$ cat src/rtl/irq_priority_sequencer.sv
// Interrupt sequencer: edge-to-pending capture, mask, winner select, and CPU req/ack/eoi handshake.
// Optional macro IRQ_ROUND_ROBIN_EN selects round-robin arbitration instead of fixed lowest-index priority.
module irq_priority_sequencer #(
  parameter int NUM_IRQ = 4,
  parameter int VEC_W   = 2
) (
  input  logic               clk,
  input  logic               rst_n,
  input  logic [NUM_IRQ-1:0] irq_in,
  input  logic [NUM_IRQ-1:0] irq_mask,
  input  logic               cpu_ack,
  input  logic               cpu_eoi,
  output logic               cpu_irq,
  output logic [VEC_W-1:0]   irq_vector,
  output logic [NUM_IRQ-1:0] irq_pending,
  output logic               irq_busy
);

  typedef enum logic [1:0] {
    IDLE    = 2'd0,
    REQ     = 2'd1,
    SERVICE = 2'd2
  } state_e;

  state_e             state_q, state_d;
  logic [NUM_IRQ-1:0] prev_q;
  logic [NUM_IRQ-1:0] pending_q, pending_d;
  logic [VEC_W-1:0]   vector_q, vector_d;
  logic [VEC_W-1:0]   last_grant_q, last_grant_d;
  logic               cpu_irq_q, cpu_irq_d;
  logic               busy_q, busy_d;

  logic [NUM_IRQ-1:0] irq_edge;
  logic [NUM_IRQ-1:0] eligible;
  logic [VEC_W-1:0]   winner;

  assign irq_edge = irq_in & ~prev_q;
  assign eligible = pending_q & irq_mask;

`ifdef IRQ_ROUND_ROBIN_EN
  // Pick the eligible source with the smallest rotational distance past last_grant.
  always_comb begin
    int best_dist;
    int dist;
    winner    = '0;
    best_dist = NUM_IRQ;
    dist      = 0;
    for (int i = 0; i < NUM_IRQ; i++) begin
      dist = (i + NUM_IRQ - 1 - int'(last_grant_q)) % NUM_IRQ;
      if (eligible[i] && (dist < best_dist)) begin
        best_dist = dist;
        winner    = VEC_W'(i);
      end
    end
  end
`else
  always_comb begin
    winner = '0;
    for (int i = NUM_IRQ - 1; i >= 0; i--) begin
      if (eligible[i]) begin
        winner = VEC_W'(i);
      end
    end
  end
`endif

  // An edge arriving in the same cycle as the ack of that source re-arms it.
  always_comb begin
    pending_d = pending_q;
    if ((state_q == REQ) && cpu_ack) begin
      pending_d[vector_q] = 1'b0;
    end
    pending_d = pending_d | irq_edge;
  end

  always_comb begin
    state_d      = state_q;
    vector_d     = vector_q;
    last_grant_d = last_grant_q;
    cpu_irq_d    = cpu_irq_q;
    busy_d       = busy_q;
    case (state_q)
      IDLE: begin
        cpu_irq_d = 1'b0;
        busy_d    = 1'b0;
        if (|eligible) begin
          vector_d  = winner;
          cpu_irq_d = 1'b1;
          state_d   = REQ;
        end
      end
      REQ: begin
        cpu_irq_d = 1'b1;
        if (cpu_ack) begin
          cpu_irq_d    = 1'b0;
          busy_d       = 1'b1;
          last_grant_d = vector_q;
          state_d      = SERVICE;
        end
      end
      SERVICE: begin
        cpu_irq_d = 1'b0;
        busy_d    = 1'b1;
        if (cpu_eoi) begin
          busy_d  = 1'b0;
          state_d = IDLE;
        end
      end
      default: begin
        cpu_irq_d = 1'b0;
        busy_d    = 1'b0;
        state_d   = IDLE;
      end
    endcase
  end

  always_ff @(posedge clk or negedge rst_n) begin
    if (!rst_n) begin
      state_q      <= IDLE;
      prev_q       <= '0;
      pending_q    <= '0;
      vector_q     <= '0;
      last_grant_q <= VEC_W'(NUM_IRQ - 1);
      cpu_irq_q    <= 1'b0;
      busy_q       <= 1'b0;
    end else begin
      state_q      <= state_d;
      prev_q       <= irq_in;
      pending_q    <= pending_d;
      vector_q     <= vector_d;
      last_grant_q <= last_grant_d;
      cpu_irq_q    <= cpu_irq_d;
      busy_q       <= busy_d;
    end
  end

  // last_grant only ever holds a granted source index.
  assert property (@(posedge clk) disable iff (!rst_n) (int'(last_grant_q) < NUM_IRQ));

  assign cpu_irq     = cpu_irq_q;
  assign irq_vector  = vector_q;
  assign irq_pending = pending_q;
  assign irq_busy    = busy_q;

endmodule

$ cat config.mk
export PLATFORM = sky130hd
export DESIGN_NAME = irq_priority_sequencer
export DESIGN_NICKNAME = d
export VERILOG_FILES = /design/src/rtl/irq_priority_sequencer.sv
export SDC_FILE = /design/constraint.sdc
export NUM_CORES = 1
export LEC_CHECK = 0
export CELL_PAD_IN_SITES_DETAIL_PLACEMENT = 0
export CELL_PAD_IN_SITES_GLOBAL_PLACEMENT = 2
export CORE_MARGIN = 2
export CORE_UTILIZATION = 23
export CTS_CLUSTER_SIZE = 24
export DETAILED_ROUTE_END_ITERATION = 16
export HOLD_SLACK_MARGIN = 0.12
export PLACE_DENSITY_LB_ADDON = 0.1
export SLEW_MARGIN = 20
export SYNTH_ARGS = -nofsm -noshare
export SYNTH_HDL_FRONTEND = slang
export SYNTH_SLANG_ARGS = --single-unit
$ cat constraint.sdc
create_clock -name clk -period 1.7 [get_ports clk]
set_input_delay 0.34 -clock clk [delete_from_list [all_inputs] [get_ports clk]]
set_output_delay 0.34 -clock clk [all_outputs]
set_load 0.02 [all_outputs]
==> results.json, run 1 <==
{
  "outcome": "completed",
  "layout_commonest_cell": "clkdlybuf4s50_1",
  "p_leak_nw": 0.4617,
  "setup_viol": 0,
  "nFillCells": 264,
  "period_needed_ps": 1647,
  "synth_xor_xnor_area_share": 0,
  "layout-drive-gt1-share": 0.1461,
  "synth_top_family_by_area": "compound AO/OA/AOI/OAI gates",
  "cts_buffer_depth": 2,
  "r2r_start": "state_q[0]$_DFFE_PN0P_",
  "n_antenna_cell": 0,
  "drc": 0,
  "cp-start-kind": "register",
  "place.gp.congestion": 0.7528,
  "reg2reg_depth": 6,
  "worst_ep_arrival_time_ps": 1310,
  "path_buf_inv": 1,
  "r2r-end": "state_q[0]$_DFFE_PN0P_",
  "worstSetupEndpointType": "primary output",
  "cpPeakStageDelay_ps": 620,
  "ios": 20,
  "synth-seq-cells": 14,
  "cap_violations": 0,
  "synth-simple-area-share": 0.06694,
  "grt_pass1_vias": 502,
  "root_buffer": "clkbuf_4",
  "dr.pass1.iters": 6,
  "grt_overflow": 0,
  "mostFrequentLayoutCells": "clkdlybuf4s50_1 (16), dfrtp_1 (14), inv_1 (10)",
  "crit_start": "irq_pending[2]$_DFF_PN0_",
  "fin_crit_sh": 0.9686,
  "dieWidth_um": 55.79,
  "die_h_um": 55.79,
  "cp_max_fo": 4,
  "ir_worst_vdd_mv": 0.5360,
  "fin_cells": 119,
  "cts_buffers": 3,
  "final_antenna_net_count": 0,
  "rsz0062_at_grt": "no",
  "avgRoutedWirePerCell_um": 11.53,
  "tightest_slew_ps": 229.3,
  "synth_area_um2": 616.8,
  "dr_total_vias": 525,
  "placed_cells": 114,
  "path_delay_family": "buffers and inverters",
  "synth_cell_types": 17,
  "required_ps": 1360,
  "cp.depth": 1,
  "synthesis.nets": 74,
  "synth_compound_area_frac": 0.1886,
  "antenna_found_initial": 0,
  "yosys.area.top_type": "dfrtp_1",
  "hold_viol": 0,
  "synth.avg_cell_area_um2": 10.64,
  "fin_skew_ps": 8.949,
  "cp_slowest_cell": "clkdlybuf4s50_1",
  "relSlewSlack": 0.8455,
  "power_density_mw_per_mm2": 1531,
  "htreeDepth": 1,
  "yosysTopAreaCellShare": 0.5680,
  "path_cells": "clkdlybuf4s50_1",
  "nNetsFinal": 106,
  "grt_max_degree": 15,
  "regArea_um2": 350.3,
  "clk_transition_reported_paths_ps": 100,
  "worstSetupPathType": "reg2out",
  "seq_area_frac_synth": 0.5680,
  "grt_first_pass_wirelength_mm": 2.311,
  "start_util": 0.2467,
  "r2r_slack_ps": 100,
  "p_total_mw": 1.456,
  "synth_area_leaders": "dfrtp_1 (57%), ha_1 (8.1%), o21ai_0 (7.3%)",
  "wirelength_mm": 1.372,
  "core_area_mm2": 0.002500,
  "hp-class": "in2async",
  "cts.sinks": 14,
  "viasPerCell": 4.412,
  "max_freq_mhz": 607.3,
  "synthMuxAreaShare": 0.03448,
  "clk_latency_ps": 280,
  "area.growth.synth_to_final_pct": 54.16,
  "final_max_slew_viol_count": 0,
  "synthCells": 58,
  "crit_end": "irq_pending[2]",
  "rows": 18,
  "design.die.area_mm2": 0.003112,
  "gr-usage-all-layers": 0.09805,
  "place_hpwl_mm": 1.050,
  "yosys_warnings": 0,
  "drtIter0Drc": 4,
  "portBuffers": 19,
  "tritoncts": "done",
  "synthAdderAreaFrac": 0.08114,
  "multiInputGateArea_um2": 231.5
}
[cells in the mapped netlist]
cell type and n:
nor2_1 3, a32oi_1 1, a21o_1 1, ha_1 4, inv_1 10, o21ai_0 9
nand3_1 1, nand2_1 3, mux2_1 1, o32a_1 1, nand2b_1 1, a21oi_1 4
nand3b_1 1, a211oi_1 1, mux2i_1 1, dfrtp_1 14, a22o_1 2
[layout make-up]
| class | count | area share |
|---|---|---|
| sequential | 14 | 0.3684 |
| timing repair buffer | 27 | 0.2711 |
| multi-input combinational | 34 | 0.2434 |
| inverter | 10 | 0.03947 |
| tap | 30 | 0.03947 |
| clock buffer | 4 | 0.03816 |
[per-stage QoR]
| stage | util | setup WS (ps) | setup TNS, ps | hold slack, ps | area (um^2) |
|---|---|---|---|---|---|
| after global placement | 0.3589 | -164.8 | -358.5 | 403.8 | 897.1 |
| after floorplan | - | 144.9 | 0 | 44.41 | 616.8 |
| final | 0.3804 | 53.32 | 0 | 358.6 | 950.9 |
| after detailed placement | 0.3589 | -188.8 | -330.8 | 412.3 | 897.1 |
| after CTS | 0.3734 | 21.49 | 0 | 364.4 | 933.4 |
| after global routing | 0.3804 | 6.460 | 0 | 373.2 | 950.9 |
[registers in the layout, indices dropped and copies added, names as in the netlist]
register	flops
cpu_irq	1
irq_busy	1
irq_pending	4
irq_vector	2
prev_q	4
state_q	2
[cell families (layout without fill, tap and decap cells)]
kind of cell,count (synthesis),count (layout)
flip-flops,14,14
AO/OA/AOI/OAI,19,19
buffers and inverters,10,41
AND/OR/NAND/NOR,9,9
multiplexers,2,2
adder cells (fa/ha/maj),4,4
[worst min-delay path by stage]
stage | endpoint | from | cells after the start | slack, ps
after global routing | cpu_irq$_DFF_PN0_ | rst_n | 2 | 370
after global placement | irq_pending[2]$_DFF_PN0_ | prev_q[2]$_DFF_PN0_ | 1 | 400
final | cpu_irq$_DFF_PN0_ | rst_n | 2 | 360
after detailed placement | irq_pending[1]$_DFF_PN0_ | prev_q[1]$_DFF_PN0_ | 1 | 410
after CTS | cpu_irq$_DFF_PN0_ | rst_n | 2 | 360
after floorplan | cpu_irq$_DFF_PN0_ | rst_n | 0 | 40
[layer usage]
metal	vias to the layer above	GRT usage	share of wire
li1	258	-	-
met1	250	0.1205	0.49
met2	15	0.1463	0.42
met3	2	0.03953	0.070
met4	0	0.05226	0.011
met5	-	0	0
[report_power, final]
group	leakage [nW]	total [mW]	switching [mW]	internal [mW]
Clock	0.0210	0.245	0.115	0.130
Combinational	0.282	0.689	0.332	0.356
Sequential	0.159	0.522	0.0860	0.436
Total	0.462	1.46	0.533	0.923
[timing repair]
item / in CTS / in global routing
buffers inserted: 0 / 1
hold buffers: 0 / 0
hold endpoints to repair: 0 / 0
resized for setup: 0 / 4
setup endpoints to repair: 0 / 4
No activity file was read; power rests on OpenSTA's default activity.
==> inputs of run 2 (changes only) <==
==> constraint.sdc (replaced) <==
create_clock -name clk -period 1.4 [get_ports clk]
set_input_delay 0.28 -clock clk [delete_from_list [all_inputs] [get_ports clk]]
set_output_delay 0.28 -clock clk [all_outputs]
set_load 0.02 [all_outputs]
==> run 2 against run 1 <==
Compared with the run above: the run now ends with negative setup slack left; sequential power grew 16%; non-clock buffer count grew 7; global-route usage grew 0.95 points.
==> results.json, run 2 (synthesis results as in run 1) <==
{
  "fin_cells": 126,
  "rsz0062_at_grt": "yes",
  "cts_buffer_depth": 2,
  "fin_crit_sh": 1.096,
  "portBuffers": 19,
  "placed_area_um2": 964.7,
  "cts_hold_buf": 0,
  "mostFrequentLayoutCells": "buf_4 (15), dfrtp_1 (10), clkdlybuf4s50_1 (9)",
  "grt_first_pass_wirelength_mm": 2.573,
  "worstSetupPathType": "in2reg",
  "post-cts-setup-buffer-count": 0,
  "max_freq_mhz": 651.4,
  "ios": 20,
  "cts.sinks": 14,
  "design.die.area_mm2": 0.003112,
  "place.gp.congestion": 0.7481,
  "final_max_slew_viol_count": 0,
  "required_ps": 1570,
  "rows": 18,
  "clk_transition_reported_paths_ps": 80,
  "worst_slack_ps": -135.1,
  "power_density_mw_per_mm2": 1887,
  "r2r_slack_ps": -110,
  "outcome": "finished, violations left",
  "fin_area_um2": 997.2,
  "gr-usage-all-layers": 0.1075,
  "avgRoutedWirePerCell_um": 11.62,
  "setup_viol": 2,
  "place_hpwl_mm": 1.162,
  "p_leak_nw": 0.4931,
  "hold_viol": 0,
  "dr.pass1.iters": 4,
  "use_met2": 0.1497,
  "die_h_um": 55.79,
  "cap_violations": 0,
  "final_antenna_net_count": 0,
  "regArea_um2": 355.3,
  "hp-class": "in2async",
  "busiest_layer": "met1",
  "grt_pass1_vias": 552,
  "period_needed_ps": 1535,
  "fin_skew_ps": 0.8244,
  "tightest_slew_ps": 242.7,
  "worstSetupEndpointType": "register",
  "viasPerCell": 4.286,
  "nFillCells": 265,
  "area.growth.synth_to_final_pct": 61.66,
  "htreeDepth": 1,
  "use_met3": 0.04186,
  "antenna_found_initial": 0,
  "wirelength_mm": 1.464,
  "layout-drive-gt1-share": 0.3438,
  "violations": "negative setup slack",
  "ir_worst_vdd_mv": 0.8041,
  "layout_commonest_cell": "buf_4",
  "cp_max_fo": 3,
  "placed_cells": 122,
  "fin_setup_tns_ps": -172.3,
  "grt_max_degree": 15,
  "n_antenna_cell": 0,
  "root_buffer": "clkbuf_4",
  "dieWidth_um": 55.79,
  "core_area_mm2": 0.002500,
  "drtIter0Drc": 13,
  "nNetsFinal": 113,
  "grt_overflow": 0,
  "cts_buffers": 3,
  "cp-start-kind": "primary input",
  "tritoncts": "done",
  "p_total_mw": 1.881,
  "drc": 0,
  "start_util": 0.2467,
  "grtUsageMet1": 0.1527,
  "relSlewSlack": 0.8365,
  "worst_ep_arrival_time_ps": 1700,
  "final_util": 0.3989,
  "clk_latency_ps": 270,
  "multiInputGateArea_um2": 241.5,
  "dr_total_vias": 540
}
## run 2: worst paths after layout
check                                         start                        end  cells past startpoint
max                                     irq_mask[1]     state_q[0]$_DFFE_PN0P_                      5
min                                           rst_n     state_q[0]$_DFFE_PN0P_                      2
max reg2reg                irq_pending[0]$_DFF_PN0_     state_q[0]$_DFFE_PN0P_                      4
min reg2reg                     prev_q[1]$_DFF_PN0_   irq_pending[1]$_DFF_PN0_                      1
max in group asynchronous                     rst_n   irq_pending[1]$_DFF_PN0_                      2
min in group clk                        irq_mask[0]  irq_vector[0]$_DFFE_PN0P_                      3
## run 2: metal layers
metal | vias up | share of wire
met2 | 20 | 0.41
li1 | 277 | -
met4 | 0 | 0.0068
met3 | 2 | 0.067
met5 | - | 0
met1 | 241 | 0.51
## run 2: repair_timing
action	CTS	global route
gates resized for setup	17	10
endpoints found under the setup margin	10	10
pin swaps	2	5
## run 2: report_power, final
part	total, mW	internal (mW)	switching (mW)
sequential	0.604	0.537	0.0678
combinational	0.990	0.508	0.482
clock	0.287	0.158	0.129
total	1.88	1.20	0.679
## run 2: cell type report
| type | count | share of cell area |
|---|---|---|
| sequential | 14 | 0.3563 |
| tap | 30 | 0.03764 |
| inverter | 10 | 0.03764 |
| timing repair buffer | 34 | 0.2898 |
| multi-input combinational | 34 | 0.2422 |
| clock buffer | 4 | 0.03639 |
## run 2: worst max-delay path, cell delays in order
cell and delay (ps):
clkdlybuf4s50_1 440, a22o_1 230, o32a_1 370, nand2_1 90, mux2_4 290
## run 2: metrics by stage
stage | setup slack (ps) | hold slack, ps
floorplan | -131.1 | -15.59
global placement | -423.9 | 400.4
detailed placement | -453.8 | 404.3
CTS | -140.7 | 297.3
global route | -161.7 | 301.8
finish | -135.1 | 306.5
==> inputs of run 3 (changes only) <==
==> constraint.sdc (replaced) <==
create_clock -name clk -period 1.4 [get_ports clk]
set_input_delay 0.28 -clock clk [delete_from_list [all_inputs] [get_ports clk]]
set_output_delay 0.28 -clock clk [all_outputs]
set_load 0.01 [all_outputs]
==> run 3 against run 2 <==
Compared with the run above: the flow still finishes with violations (negative setup slack); worst setup slack better by 19 ps; total power up 4.0%; combinational power up 9%; cell count up 2.4%; register-to-register slack about the same; via count up 0.74%; core utilization up 2.4 points; clock power up 1%; clock skew up 1.2 ps; sequential share of layout area down 2.5 points; hold slack worse by 3.1 ps; critical endpoint unchanged; highest routed layer unchanged.
==> results.json, run 3 (synthesis results as in run 1) <==
{
  "placed_area_um2": 984.7,
  "r2r_slack_ps": -100,
  "rows": 18,
  "ios": 20,
  "met3_length_um": 92,
  "rsz0062_at_grt": "yes",
  "root_buffer": "clkbuf_4",
  "relSlewSlack": 0.8596,
  "p_leak_nw": 0.5031,
  "clk_latency_ps": 280,
  "viasPerCell": 4.217,
  "worst_slack_ps": -115.9,
  "regArea_um2": 350.3,
  "area.growth.synth_to_final_pct": 71.40,
  "r2r-end": "state_q[0]$_DFFE_PN0P_",
  "design.die.area_mm2": 0.003112,
  "nNetsFinal": 116,
  "r2r_start": "state_q[0]$_DFFE_PN0P_",
  "path_cells": "clkdlybuf4s50_1 -> a22o_1 -> o32a_1 -> nand2_1 -> mux2_4",
  "dr.pass1.iters": 4,
  "mostFrequentLayoutCells": "buf_4 (18), dfrtp_1 (14), clkdlybuf4s50_1 (9)",
  "violations": "negative setup slack",
  "setup_viol": 2,
  "worst_ep_arrival_time_ps": 1690,
  "cp_slowest_cell": "clkdlybuf4s50_1",
  "tritoncts": "done",
  "place_hpwl_mm": 1.200,
  "cpPeakStageDelay_ps": 450,
  "met1_length_um": 784,
  "cp-start-kind": "primary input",
  "outcome": "finished, violations left",
  "place.gp.congestion": 0.7255,
  "hold_viol": 0,
  "grt_overflow": 0,
  "cp_max_fo": 2,
  "power_density_mw_per_mm2": 1851,
  "dieWidth_um": 55.79,
  "cts_hold_buf": 0,
  "max_freq_mhz": 659.7,
  "final_antenna_net_count": 0,
  "worstSetupPathType": "in2reg",
  "fin_area_mm2": 0.001057,
  "whs_ps": 303.4,
  "cts.sinks": 14,
  "cts_buffers": 3,
  "reg2reg_depth": 6,
  "n_antenna_cell": 0,
  "fin_cells": 129,
  "worstSetupEndpointType": "register",
  "cap_violations": 0,
  "wirelength_mm": 1.502,
  "fin_crit_sh": 1.083,
  "avgRoutedWirePerCell_um": 11.64,
  "drtIter0Drc": 4,
  "wl_met2_um": 589,
  "grt_first_pass_wirelength_mm": 2.608,
  "start_util": 0.2467,
  "tightest_slew_ps": 210.5,
  "dr_total_vias": 544,
  "die_h_um": 55.79,
  "gr-usage-all-layers": 0.1111,
  "hp-class": "in2async",
  "core_area_mm2": 0.002500,
  "antenna_found_initial": 0,
  "top_layer_used": "met4",
  "drc": 0,
  "final_util": 0.4229,
  "layout-drive-gt1-share": 0.3131,
  "final_max_slew_viol_count": 0,
  "ir_worst_vdd_mv": 0.6952,
  "required_ps": 1570,
  "portBuffers": 19,
  "grt_pass1_vias": 566,
  "period_needed_ps": 1516,
  "layout_commonest_cell": "buf_4",
  "placed_cells": 124,
  "htreeDepth": 1,
  "nFillCells": 264,
  "fin_skew_ps": 1.982,
  "multiInputGateArea_um2": 277.8,
  "grt_max_degree": 15,
  "clk_transition_reported_paths_ps": 80,
  "cts_buffer_depth": 2
}
run 3: cell types whose count changed in the layout (fill, tap and decap cells not counted), moves of 3 or more:
cell | previous run | this run
clkdlybuf4s15_1 | 0 | 4
dfrtp_1 | 10 | 14
o21ai_1 | 4 | 1
dfrtp_2 | 4 | 0
buf_4 | 15 | 18
run 3: worst max-delay path by stage:
stage / startpoint / to / cells past startpoint
6_report: irq_mask[0] / state_q[0]$_DFFE_PN0P_ / 5
2_1_floorplan: irq_pending[2]$_DFF_PN0_ / state_q[0]$_DFFE_PN0P_ / 4
3_3_place_gp: irq_mask[2] / state_q[0]$_DFFE_PN0P_ / 5
4_1_cts: irq_pending[2]$_DFF_PN0_ / state_q[0]$_DFFE_PN0P_ / 4
5_1_grt: state_q[0]$_DFFE_PN0P_ / state_q[0]$_DFFE_PN0P_ / 6
3_5_place_dp: irq_mask[2] / state_q[0]$_DFFE_PN0P_ / 5
run 3: layer usage:
metal	global-route usage	vias up
met4	0.06272	0
met5	0	-
met2	0.1395	17
met1	0.1604	241
li1	-	281
met3	0.03953	5
run 3: worst max-delay path: cells and delay by family:
kind                   cells  cell delay, ps
AOI/OAI and AO/OA          2             560
buffers and inverters      1             450
muxes                      1             300
and+or+nand+nor            1              90
run 3: through the flow:
stage               power [mW]  worst slack [ps]  TNS (ps)
finish                   1.957            -115.9    -125.2
global route             2.130            -170.0    -252.1
CTS                      1.901            -109.1    -113.0
detailed placement       1.608            -473.2     -1449
global placement         1.612            -407.2     -1379
floorplan                1.021            -99.05    -99.05
run 3: timing repair:
action                                  CTS  global route
pin swaps                                 4             3
endpoints found under the setup margin   11            13
cloned                                    0             0
resized for setup                        13            11
endpoints found under the hold margin     0             0
setup buffers                             2             1
run 3: final cells by class:
class / instances / share of cell area
Timing Repair Buffer: 37 / 0.3006
Multi-Input combinational cell: 34 / 0.2627
Clock buffer: 4 / 0.03432
Sequential cell: 14 / 0.3314
Inverter: 10 / 0.03550
Tap cell: 30 / 0.03550
run 3: where the power goes:
group / total [mW] / switching, mW / leakage, nW / internal [mW]
registers: 0.590 / 0.0611 / 0.159 / 0.529
clock network: 0.291 / 0.133 / 0.0210 / 0.158
logic: 1.08 / 0.478 / 0.323 / 0.598
total: 1.96 / 0.672 / 0.503 / 1.29
